### src/rtl/alu_bist_pkg.sv
// alu_bist_pkg
// Shared definitions for the replica reintegration controller:
//   - state_t     : controller FSM states
//   - NUM_VEC     : number of built-in self-test vectors per pass
//   - VEC_*       : vector operands, ALU control and golden result/zero flag
package alu_bist_pkg;

    localparam int NUM_VEC = 8;

    typedef enum logic [2:0] {
        S_IDLE   = 3'd0,
        S_SELECT = 3'd1,
        S_APPLY  = 3'd2,
        S_CHECK  = 3'd3,
        S_PASS   = 3'd4,
        S_FAIL   = 3'd5
    } state_t;

    // Vectors exercise add, subtract, and, or and set-less-than, including
    // carry-out wrap to zero and the zero flag in both polarities.
    localparam logic [31:0] VEC_A [NUM_VEC] = '{
        32'h0000_0005, 32'h0000_0005, 32'hF0F0_F0F0, 32'hF0F0_F0F0,
        32'h0000_0001, 32'h0000_0002, 32'h1234_5678, 32'hFFFF_FFFF
    };

    localparam logic [31:0] VEC_B [NUM_VEC] = '{
        32'h0000_0003, 32'h0000_0003, 32'h0FF0_0FF0, 32'h0F0F_0F0F,
        32'h0000_0002, 32'h0000_0001, 32'h1234_5678, 32'h0000_0001
    };

    localparam logic [2:0] VEC_ALUCONT [NUM_VEC] = '{
        3'b010, 3'b110, 3'b000, 3'b001,
        3'b111, 3'b111, 3'b110, 3'b010
    };

    localparam logic [31:0] VEC_RESULT [NUM_VEC] = '{
        32'h0000_0008, 32'h0000_0002, 32'h00F0_00F0, 32'hFFFF_FFFF,
        32'h0000_0001, 32'h0000_0000, 32'h0000_0000, 32'h0000_0000
    };

    localparam logic VEC_ZERO [NUM_VEC] = '{
        1'b0, 1'b0, 1'b0, 1'b0,
        1'b0, 1'b1, 1'b1, 1'b1
    };

endpackage

### src/rtl/bist_vector_rom.sv
// bist_vector_rom
// Combinational lookup of one self-test vector and its golden response.
// Ports:
//   k          : vector index (0 .. NUM_VEC-1)
//   vec_a      : operand a
//   vec_b      : operand b
//   vec_alucont: ALU control code
//   exp_result : golden ALU result
//   exp_zero   : golden zero flag
module bist_vector_rom
    import alu_bist_pkg::*;
(
    input  logic [2:0]  k,
    output logic [31:0] vec_a,
    output logic [31:0] vec_b,
    output logic [2:0]  vec_alucont,
    output logic [31:0] exp_result,
    output logic        exp_zero
);

    assign vec_a       = VEC_A[k];
    assign vec_b       = VEC_B[k];
    assign vec_alucont = VEC_ALUCONT[k];
    assign exp_result  = VEC_RESULT[k];
    assign exp_zero    = VEC_ZERO[k];

endmodule

### src/rtl/alu_replica_reintegrator.sv
// alu_replica_reintegrator
// Background self-test of quarantined ALU replicas. A quarantined, non-retired
// replica is picked round-robin, driven through the fixed vector set and its
// result/zero outputs are compared with golden values. Enough consecutive
// clean passes pulse a re-enable request; repeated failures retire the
// replica until reset.
// Ports:
//   clk, reset      : clock, asynchronous active-high reset
//   fault_mask      : replicas currently quarantined by the voter
//   bist_en         : testing allowed
//   rep_result/zero : outputs of the replica selected by bist_sel
//   bist_sel        : one-hot replica under test (zero when not driving)
//   bist_a/b/alucont: test stimulus to the selected replica
//   reenable        : one-cycle re-enable request for reenable_idx
//   retired         : sticky per-replica retirement flags
//   busy            : controller is not idle
module alu_replica_reintegrator
    import alu_bist_pkg::*;
#(
    parameter int NREP      = 9,
    parameter int PASSES    = 4,
    parameter int MAX_FAILS = 3,
    parameter int IDLE_GAP  = 16
)
(
    input  logic            clk,
    input  logic            reset,
    input  logic [NREP-1:0] fault_mask,
    input  logic            bist_en,
    input  logic [31:0]     rep_result,
    input  logic            rep_zero,
    output logic [NREP-1:0] bist_sel,
    output logic [31:0]     bist_a,
    output logic [31:0]     bist_b,
    output logic [2:0]      bist_alucont,
    output logic            reenable,
    output logic [3:0]      reenable_idx,
    output logic [NREP-1:0] retired,
    output logic            busy
);

    localparam int GAP_W = (IDLE_GAP < 2) ? 1 : $clog2(IDLE_GAP + 1);

    state_t            state_q, state_d;
    logic [GAP_W-1:0]  gap_q, gap_d;
    logic [3:0]        target_q, target_d;
    logic [3:0]        rr_ptr_q, rr_ptr_d;
    logic [2:0]        k_q, k_d;
    logic [2:0]        pass_cnt_q [NREP];
    logic [2:0]        pass_cnt_d [NREP];
    logic [1:0]        fail_cnt_q [NREP];
    logic [1:0]        fail_cnt_d [NREP];
    logic [NREP-1:0]   retired_q, retired_d;
    logic [NREP-1:0]   bist_sel_q, bist_sel_d;
    logic [31:0]       bist_a_q, bist_a_d;
    logic [31:0]       bist_b_q, bist_b_d;
    logic [2:0]        bist_alucont_q, bist_alucont_d;
    logic              reenable_q, reenable_d;
    logic [3:0]        reenable_idx_q, reenable_idx_d;
    logic              busy_q, busy_d;

    logic [31:0]       vec_a, vec_b, exp_result;
    logic [2:0]        vec_alucont;
    logic              exp_zero;

    logic [NREP-1:0]   cand;
    logic              rr_found;
    logic [3:0]        rr_pick;
    int                rr_idx;
    logic [2:0]        pass_inc;
    logic [1:0]        fail_inc;
    logic              target_masked;

    bist_vector_rom u_rom (
        .k           (k_q),
        .vec_a       (vec_a),
        .vec_b       (vec_b),
        .vec_alucont (vec_alucont),
        .exp_result  (exp_result),
        .exp_zero    (exp_zero)
    );

    assign cand          = fault_mask & ~retired_q;
    assign target_masked = fault_mask[target_q];

    // Round-robin search: first candidate strictly after the last tested
    // replica, wrapping, so the last tested one is considered last.
    always_comb begin
        rr_found = 1'b0;
        rr_pick  = '0;
        rr_idx   = 0;
        for (int i = 1; i <= NREP; i++) begin
            rr_idx = int'(rr_ptr_q) + i;
            if (rr_idx >= NREP) begin
                rr_idx = rr_idx - NREP;
            end
            if (!rr_found && cand[rr_idx]) begin
                rr_found = 1'b1;
                rr_pick  = 4'(rr_idx);
            end
        end
    end

    // Next-state, counter and registered-output logic.
    always_comb begin
        state_d        = state_q;
        gap_d          = gap_q;
        target_d       = target_q;
        rr_ptr_d       = rr_ptr_q;
        k_d            = k_q;
        pass_cnt_d     = pass_cnt_q;
        fail_cnt_d     = fail_cnt_q;
        retired_d      = retired_q;
        bist_sel_d     = '0;
        bist_a_d       = '0;
        bist_b_d       = '0;
        bist_alucont_d = '0;
        reenable_d     = 1'b0;
        reenable_idx_d = '0;
        pass_inc       = (pass_cnt_q[target_q] == 3'd7) ? 3'd7 : pass_cnt_q[target_q] + 3'd1;
        fail_inc       = (fail_cnt_q[target_q] == 2'd3) ? 2'd3 : fail_cnt_q[target_q] + 2'd1;

        case (state_q)
            S_IDLE: begin
                if (gap_q != GAP_W'(IDLE_GAP)) begin
                    gap_d = gap_q + 1'b1;
                end else if (bist_en && (|cand)) begin
                    gap_d   = '0;
                    state_d = S_SELECT;
                end
            end

            S_SELECT: begin
                // The candidate set may have emptied since IDLE decided to go.
                if (rr_found) begin
                    target_d = rr_pick;
                    rr_ptr_d = rr_pick;
                    k_d      = '0;
                    state_d  = S_APPLY;
                end else begin
                    state_d = S_IDLE;
                end
            end

            S_APPLY: begin
                // Stimulus is registered here so it is stable for all of CHECK.
                if (!target_masked) begin
                    state_d = S_IDLE;
                end else begin
                    bist_sel_d     = {{(NREP-1){1'b0}}, 1'b1} << target_q;
                    bist_a_d       = vec_a;
                    bist_b_d       = vec_b;
                    bist_alucont_d = vec_alucont;
                    state_d        = S_CHECK;
                end
            end

            S_CHECK: begin
                // External re-enable and test disable both end the attempt
                // without touching the replica's counters.
                if (!target_masked || !bist_en) begin
                    state_d = S_IDLE;
                end else if ({rep_result, rep_zero} != {exp_result, exp_zero}) begin
                    state_d = S_FAIL;
                end else if (k_q == 3'(NUM_VEC - 1)) begin
                    state_d = S_PASS;
                end else begin
                    k_d     = k_q + 3'd1;
                    state_d = S_APPLY;
                end
            end

            S_PASS: begin
                if (pass_inc == 3'(PASSES)) begin
                    reenable_d           = 1'b1;
                    reenable_idx_d       = target_q;
                    pass_cnt_d[target_q] = '0;
                    fail_cnt_d[target_q] = '0;
                end else begin
                    pass_cnt_d[target_q] = pass_inc;
                end
                state_d = S_IDLE;
            end

            S_FAIL: begin
                pass_cnt_d[target_q] = '0;
                fail_cnt_d[target_q] = fail_inc;
                if (fail_inc == 2'(MAX_FAILS)) begin
                    retired_d[target_q] = 1'b1;
                end
                state_d = S_IDLE;
            end

            default: begin
                state_d = S_IDLE;
            end
        endcase

        busy_d = (state_d != S_IDLE);
    end

    // All state and outputs; reset starts the round-robin search at replica 0.
    always_ff @(posedge clk or posedge reset) begin
        if (reset) begin
            state_q        <= S_IDLE;
            gap_q          <= '0;
            target_q       <= '0;
            rr_ptr_q       <= 4'(NREP - 1);
            k_q            <= '0;
            pass_cnt_q     <= '{default: '0};
            fail_cnt_q     <= '{default: '0};
            retired_q      <= '0;
            bist_sel_q     <= '0;
            bist_a_q       <= '0;
            bist_b_q       <= '0;
            bist_alucont_q <= '0;
            reenable_q     <= 1'b0;
            reenable_idx_q <= '0;
            busy_q         <= 1'b0;
        end else begin
            state_q        <= state_d;
            gap_q          <= gap_d;
            target_q       <= target_d;
            rr_ptr_q       <= rr_ptr_d;
            k_q            <= k_d;
            pass_cnt_q     <= pass_cnt_d;
            fail_cnt_q     <= fail_cnt_d;
            retired_q      <= retired_d;
            bist_sel_q     <= bist_sel_d;
            bist_a_q       <= bist_a_d;
            bist_b_q       <= bist_b_d;
            bist_alucont_q <= bist_alucont_d;
            reenable_q     <= reenable_d;
            reenable_idx_q <= reenable_idx_d;
            busy_q         <= busy_d;
        end
    end

    assign bist_sel     = bist_sel_q;
    assign bist_a       = bist_a_q;
    assign bist_b       = bist_b_q;
    assign bist_alucont = bist_alucont_q;
    assign reenable     = reenable_q;
    assign reenable_idx = reenable_idx_q;
    assign retired      = retired_q;
    assign busy         = busy_q;

endmodule

### config.mk
export PLATFORM = sky130hd
export DESIGN_NAME = alu_replica_reintegrator
export DESIGN_NICKNAME = d
export VERILOG_FILES = /design/src/rtl/alu_bist_pkg.sv /design/src/rtl/bist_vector_rom.sv /design/src/rtl/alu_replica_reintegrator.sv
export SDC_FILE = /design/constraint.sdc
export NUM_CORES = 1
export LEC_CHECK = 0
export ABC_AREA = 1
export CAP_MARGIN = 0
export CORE_ASPECT_RATIO = 1.1
export CORE_MARGIN = 5
export CORE_UTILIZATION = 59
export DETAILED_ROUTE_END_ITERATION = 8
export GPL_ROUTABILITY_DRIVEN = 0
export PLACE_DENSITY = 0.87
export SLEW_MARGIN = 20
export SYNTH_ARGS = -nofsm -noshare
export SYNTH_HDL_FRONTEND = slang
export SYNTH_SLANG_ARGS = --single-unit
### constraint.sdc
create_clock -name clk -period 11.2 [get_ports clk]
set_input_delay 1.12 -clock clk [delete_from_list [all_inputs] [get_ports clk]]
set_output_delay 1.12 -clock clk [all_outputs]
set_load 0.05 [all_outputs]
==> results.sh, run 1 <==
export IMPL_fin_nets=1342
export IMPL_cts_tree="done"
export IMPL_maxSlewViolCount=0
export IMPL_hold_viol=0
export IMPL_die_area_sq_um=16800
export IMPL_io_pins=136
export IMPL_synthFlopType="dfrtp_1"
export IMPL_rsz0062_at_grt="false"
export IMPL_post_cts_resize_count=0
export IMPL_irDropWorstVdd_v=0.000185
export IMPL_portBuffers=130
export IMPL_required_ns=11.44
export IMPL_overflow=0
export IMPL_finalInstanceArea_sq_um=9780
export IMPL_clk_pin_slew_worst_paths_ns=0.08
export IMPL_whs_ns=0.493
export IMPL_grt_pass1_vias=8212
export IMPL_drtAntennaViolNets=0
export IMPL_synth_seq_cells=104
export IMPL_crit_fanout=19
export IMPL_dp_hpwl_um=19100
export IMPL_drt_wl_total_um=25100
export IMPL_hold_path_class="flip-flop to flip-flop"
export IMPL_detailedRoute_firstIterationViolations=997
export IMPL_maxCapViolCount=0
export IMPL_clk_latency_ns=0.35
export IMPL_syn_to_final_growth_pct=16.1
export IMPL_syn_area_sq_um=8420
export IMPL_place_area_sq_um=9490
export IMPL_max_stage_delay_ns=0.83
export IMPL_firstDrtPassIters=6
export IMPL_final_common_cell="nand2_1"
export IMPL_die_w_um=124
export IMPL_avgViaCountPerCell=5.95
export IMPL_crit_path_start_kind="flip-flop"
export IMPL_finalPower_mw=2.96
export IMPL_fmax_ghz=0.233
export IMPL_cts_sinks=104
export IMPL_wl_per_cell_um=17.2
export IMPL_vias=8673
export IMPL_end_kind="flip-flop"
export IMPL_cts_buffer_depth=2
export IMPL_cp_slowest_cell="dfrtp_1"
export IMPL_drc=0
export IMPL_setup_violations=0
export IMPL_relSlewSlack_pct=38.2
export IMPL_ys_warn_count=0
export IMPL_antenna_found_initial=2
export IMPL_syn_avg_cell_area_sq_um=7.09
export IMPL_post_cts_buffers=0
export IMPL_rows=45
export IMPL_cts_buffers=9
export IMPL_coreArea_sq_um=13900
export IMPL_tightest_slew_ns=0.927
export IMPL_post_route_util_pct=70.4
export IMPL_path_cells="inv_1, ha_1, inv_2, nand2_1, nor2_1, xor2_1, a21boi_0, inv_1, nand3_2, nand3_4, nor2_8, nand4_4, nor2_8, nand3_4, nand2_2, nor2_1, nand2_1, nand2_1"
export IMPL_cts_hold_buf=0
export IMPL_h_tree_depth=3
export IMPL_fin_tns_setup_ns=0
export IMPL_p_leak_nw=4.39
export IMPL_outcome="finished clean"
export IMPL_start_util_pct=60.6
export IMPL_die_y_um=135
export IMPL_post_place_ws_ns=7.03
export IMPL_dp_cells=1441
export IMPL_grt_pass1_wl_um=40700
export IMPL_grt_max_degree=76
export IMPL_fin_crit_sh_pct=38.4
export IMPL_skew_ns=0.0114
export IMPL_worst_slack_ns=6.90
export IMPL_fin_crit_ns=4.30
export IMPL_crit_top_cell="nand2_1"
export IMPL_drive_gt1_share_pct=8.83
export IMPL_power_density_nw_per_um2=302
export IMPL_synthCells=1189
export IMPL_layout_common_cells="237 x nand2_1, 130 x clkdlybuf4s50_1, 129 x inv_1"
export IMPL_grt_usage_pct=30.2
export IMPL_yosysUniqueCellTypes=60
export IMPL_ys_seq_area_share_pct=30.9
export IMPL_cts_root_buffer="clkbuf_16"
export IMPL_critical_path_arrival_ns=4.54
export IMPL_instances_no_fill=1458
export IMPL_synth_edff_count=0
export IMPL_crit_type="flip-flop to flip-flop"
export IMPL_async_flop_share_pct=100
==> state kept, by name (all words and copies together) (netlist names) <==
name / count
rr_ptr_q: 1
bist_alucont: 3
bist_b: 9
pass_cnt_q: 27
reenable: 1
k_q: 3
bist_a: 7
bist_sel: 9
busy: 1
state_q: 3
reenable_idx: 4
fail_cnt_q: 18
target_q: 4
retired: 9
gap_q: 5
==> final timing paths <==
kind / start / endpoint / slack, ns / cells past startpoint
max: target_q[1] / target_q[2] / 6.90 / 18
min: retired[4] / retired[4] / 0.49 / 2
max reg2reg: target_q[1] / target_q[2] / 6.90 / 18
min reg2reg: retired[4] / retired[4] / 0.49 / 2
max in group asynchronous: reset / bist_b[21] / 8.84 / 3
min in group asynchronous: reset / pass_cnt_q[25] / 1.09 / 2
==> final cells by class <==
type	instances	area [sq um]
Multi-Input combinational cell	864	4760
Fill cell	1106	4120
Sequential cell	104	2600
Timing Repair Buffer	133	1320
Inverter	152	573
Tap cell	188	235
Clock buffer	9	225
Clock inverter	7	62.6
Antenna cell	1	2.50
==> per-layer routing <==
layer | track usage (%) | vias up | part of all wire, %
li1 | - | 4069 | -
met1 | 38.1 | 3978 | 38
met2 | 49.9 | 535 | 48
met3 | 6.22 | 89 | 10
met4 | 12.8 | 2 | 4.1
met5 | 0 | - | 0.11
==> power by group <==
| part | switching, mW | leakage, nW | total (mW) | internal, mW |
|---|---|---|---|---|
| registers | 0.0582 | 1.43 | 0.473 | 0.415 |
| clock network | 0.151 | 0.133 | 0.307 | 0.156 |
| logic | 1.53 | 2.82 | 2.18 | 0.643 |
==> logic make-up (layout without fill, tap and decap cells) <==
logic type,Yosys count,after routing,synth area share [%]
other,1,6,0.0445
buffers and inverters,225,301,12.8
AND/OR/NAND/NOR,568,568,31.9
adder cells (fa/ha/maj),33,33,4.90
flip-flops,104,104,30.9
XOR/XNOR,14,14,1.63
AO/OA/AOI/OAI,244,244,17.9
==> critical path, delay by kind of cell, from the launching register on <==
kind / cells / cell delay (ns)
AOI/OAI and AO/OA: 1 / 0.27
xor gates and xnor gates: 1 / 0.17
adders and majority gates: 1 / 0.68
buffers and inverters: 3 / 0.82
DFF: 1 / 0.83
and+or+nand+nor: 12 / 1.40
==> synthesized netlist by cell type, types with 2 or more instances <==
master / number / share of area [%]
a211oi_1: 2 / 0.18
a21oi_1: 50 / 3.0
a21oi_2: 6 / 0.62
a31o_2: 2 / 0.21
a31oi_1: 6 / 0.45
buf_2: 6 / 0.36
buf_4: 52 / 4.6
buf_6: 4 / 0.53
clkbuf_1: 11 / 0.49
clkinv_1: 4 / 0.18
dfrtp_1: 103 / 31
ha_1: 33 / 4.9
inv_1: 130 / 5.8
inv_2: 18 / 0.80
nand2_1: 237 / 11
nand2_2: 25 / 1.9
nand2_4: 4 / 0.53
nand3_1: 104 / 6.2
nand3_2: 10 / 1.2
nand3_4: 2 / 0.42
nand3b_1: 7 / 0.62
nand4_1: 21 / 1.6
nor2_1: 116 / 5.2
nor2_2: 2 / 0.15
nor2_4: 4 / 0.53
nor2_8: 2 / 0.48
nor3_1: 18 / 1.1
nor4_1: 6 / 0.45
o211ai_1: 16 / 1.4
o21a_1: 2 / 0.18
o21ai_0: 89 / 5.3
o21ai_1: 20 / 1.2
o21ai_2: 4 / 0.42
o21bai_1: 9 / 0.80
o221ai_1: 3 / 0.31
o32ai_1: 21 / 2.2
or2_2: 6 / 0.45
xnor2_1: 5 / 0.52
xor2_1: 7 / 0.73
xor2_2: 2 / 0.39
No activity file was read; power rests on OpenSTA's default activity.
==> run 2: changes to the inputs <==
--- a/config.mk
+++ b/config.mk
@@ -9,10 +9,10 @@
 export CAP_MARGIN = 0
 export CORE_ASPECT_RATIO = 1.1
 export CORE_MARGIN = 5
-export CORE_UTILIZATION = 59
+export CORE_UTILIZATION = 50
 export DETAILED_ROUTE_END_ITERATION = 8
 export GPL_ROUTABILITY_DRIVEN = 0
-export PLACE_DENSITY = 0.87
+export PLACE_DENSITY = 0.78
 export SLEW_MARGIN = 20
 export SYNTH_ARGS = -nofsm -noshare
 export SYNTH_HDL_FRONTEND = slang
==> constraint.sdc (replaced) <==
create_clock -name clk -period 3.6 [get_ports clk]
set_input_delay 0.36 -clock clk [delete_from_list [all_inputs] [get_ports clk]]
set_output_delay 0.36 -clock clk [all_outputs]
set_load 0.05 [all_outputs]
==> results.sh, run 2 (synthesis results as in run 1) <==
export IMPL_outcome="finished clean"
export IMPL_drtAntennaViolNets=0
export IMPL_dp_hpwl_um=19800
export IMPL_instances_no_fill=1513
export IMPL_skew_ns=0.0114
export IMPL_portBuffers=130
export IMPL_crit_type="flip-flop to flip-flop"
export IMPL_hold_viol=0
export IMPL_cts_buffers=9
export IMPL_crit_fanout=11
export IMPL_maxCapViolCount=0
export IMPL_irDropWorstVdd_v=0.000494
export IMPL_die_area_sq_um=19500
export IMPL_die_w_um=134
export IMPL_setup_violations=0
export IMPL_overflow=0
export IMPL_dp_cells=1492
export IMPL_cts_sinks=104
export IMPL_fmax_ghz=0.296
export IMPL_detailedRoute_firstIterationViolations=766
export IMPL_fin_crit_sh_pct=94.0
export IMPL_firstDrtPassIters=5
export IMPL_drc=0
export IMPL_clk_pin_slew_worst_paths_ns=0.08
export IMPL_grt_max_degree=85
export IMPL_post_route_util_pct=61.8
export IMPL_power_density_nw_per_um2=936
export IMPL_cts_root_buffer="clkbuf_16"
export IMPL_tightest_slew_ns=0.742
export IMPL_relSlewSlack_pct=50.5
export IMPL_rows=49
export IMPL_required_ns=3.88
export IMPL_reg2reg_slack_ns=0.22
export IMPL_p_leak_nw=4.60
export IMPL_grt_pass1_wl_um=40200
export IMPL_finalPower_mw=9.51
export IMPL_cts_tree="done"
export IMPL_vias=8682
export IMPL_layout_common_cells="236 x nand2_1, 130 x clkdlybuf4s50_1, 128 x inv_1"
export IMPL_grt_usage_pct=25.1
export IMPL_largest_reg_flops=27
export IMPL_hold_path_class="flip-flop to flip-flop"
export IMPL_syn_to_final_growth_pct=20.6
export IMPL_clk_latency_ns=0.36
export IMPL_end_kind="flip-flop"
export IMPL_crit_path_start_kind="flip-flop"
export IMPL_maxSlewViolCount=0
export IMPL_largestRegisters="pass_cnt_q x27, fail_cnt_q x18"
export IMPL_avgViaCountPerCell=5.74
export IMPL_fin_tns_setup_ns=0
export IMPL_drive_gt1_share_pct=12.4
export IMPL_coreArea_sq_um=16400
export IMPL_drt_wl_total_um=25300
export IMPL_fin_nets=1382
export IMPL_antenna_found_initial=0
export IMPL_regMostFlops="pass_cnt_q"
export IMPL_wl_per_cell_um=16.7
export IMPL_whs_ns=0.487
export IMPL_grt_pass1_vias=7968
export IMPL_io_pins=136
export IMPL_cts_buffer_depth=2
export IMPL_die_y_um=146
export IMPL_n_antenna_cell=0
export IMPL_start_util_pct=51.3
export IMPL_h_tree_depth=3
export IMPL_critical_path_arrival_ns=3.66
export IMPL_fin_crit_ns=3.38
export IMPL_final_common_cell="nand2_1"
-- run 2: cell count changes in the layout (fill, tap and decap cells not counted), moves of 2 or more --
cell and change:
buf_4 +38, o21ai_2 +3, nor2_1 -2, clkinv_4 +3, a21oi_1 -2, clkinvlp_4 -2, o21ai_1 -2, nor2_2 +2
a21oi_2 +2
-- run 2: final cells by class --
type	count	area (sq um)
fillers	1492	6270
multi-input cells	864	4790
flip-flops and latches	104	2600
repair buffers	173	1640
inverters	152	582
well taps	204	255
clock buffers	9	225
clock inverters	7	62.6
-- run 2: path summary, 6_finish.rpt --
check	from	to	depth (start not counted)
worst min register to register	retired[0]	retired[0]	2
worst min-delay path	retired[0]	retired[0]	2
min in group asynchronous	reset	bist_sel[0]	2
worst max-delay path	target_q[1]	rr_ptr_q[3]	20
worst max register to register	target_q[1]	rr_ptr_q[3]	20
max in group asynchronous	reset	pass_cnt_q[4]	3
-- run 2: what timing repair did --
| action | CTS | global route |
|---|---|---|
| endpoints found under the setup margin | 0 | 39 |
| resized for setup | 0 | 14 |
| setup buffers | 0 | 5 |
| hold buffers | 0 | 0 |
-- run 2: worst max-delay path, cell delays in order, from the launching register on --
cell and delay, ns:
dfrtp_1 0.42, buf_4 0.20, ha_1 0.21, ha_2 0.39, nand2_1 0.11, nor2_4 0.13, inv_2 0.03, nand2_1 0.07
nand2_1 0.11, o21ai_2 0.23, inv_1 0.09, nand3_1 0.17, nand3_4 0.13, nor2_8 0.19, nand4_4 0.14, nor2_8 0.17
nand3_2 0.17, nor2_1 0.13, nor2_1 0.05, nand2_1 0.08, nand2_1 0.07
-- run 2: metal layers --
metal	wire, um	vias to the layer above	part of all wire [%]	global-route usage (%)
met4	1250	0	4.9	11.1
met3	2430	88	9.6	4.89
met2	11800	459	47	42.0
li1	-	4143	-	-
met5	0	-	0	0
met1	9860	3992	39	31.5
-- run 2: through the flow --
| stage | area [sq um] | setup slack [ns] |
|---|---|---|
| after floorplan | 8440 | 0.0876 |
| after global placement | 9780 | 0.234 |
| after detailed placement | 9780 | 0.177 |
| after CTS | 10100 | 0.147 |
| after global routing | 10200 | -0.0104 |
| final | 10200 | 0.217 |
-- run 2: where the power goes --
part | switching (mW) | leakage [nW] | internal (mW)
Combinational | 4.89 | 3.02 | 2.25
Sequential | 0.114 | 1.43 | 1.29
Clock | 0.477 | 0.144 | 0.484
Total | 5.48 | 4.60 | 4.03
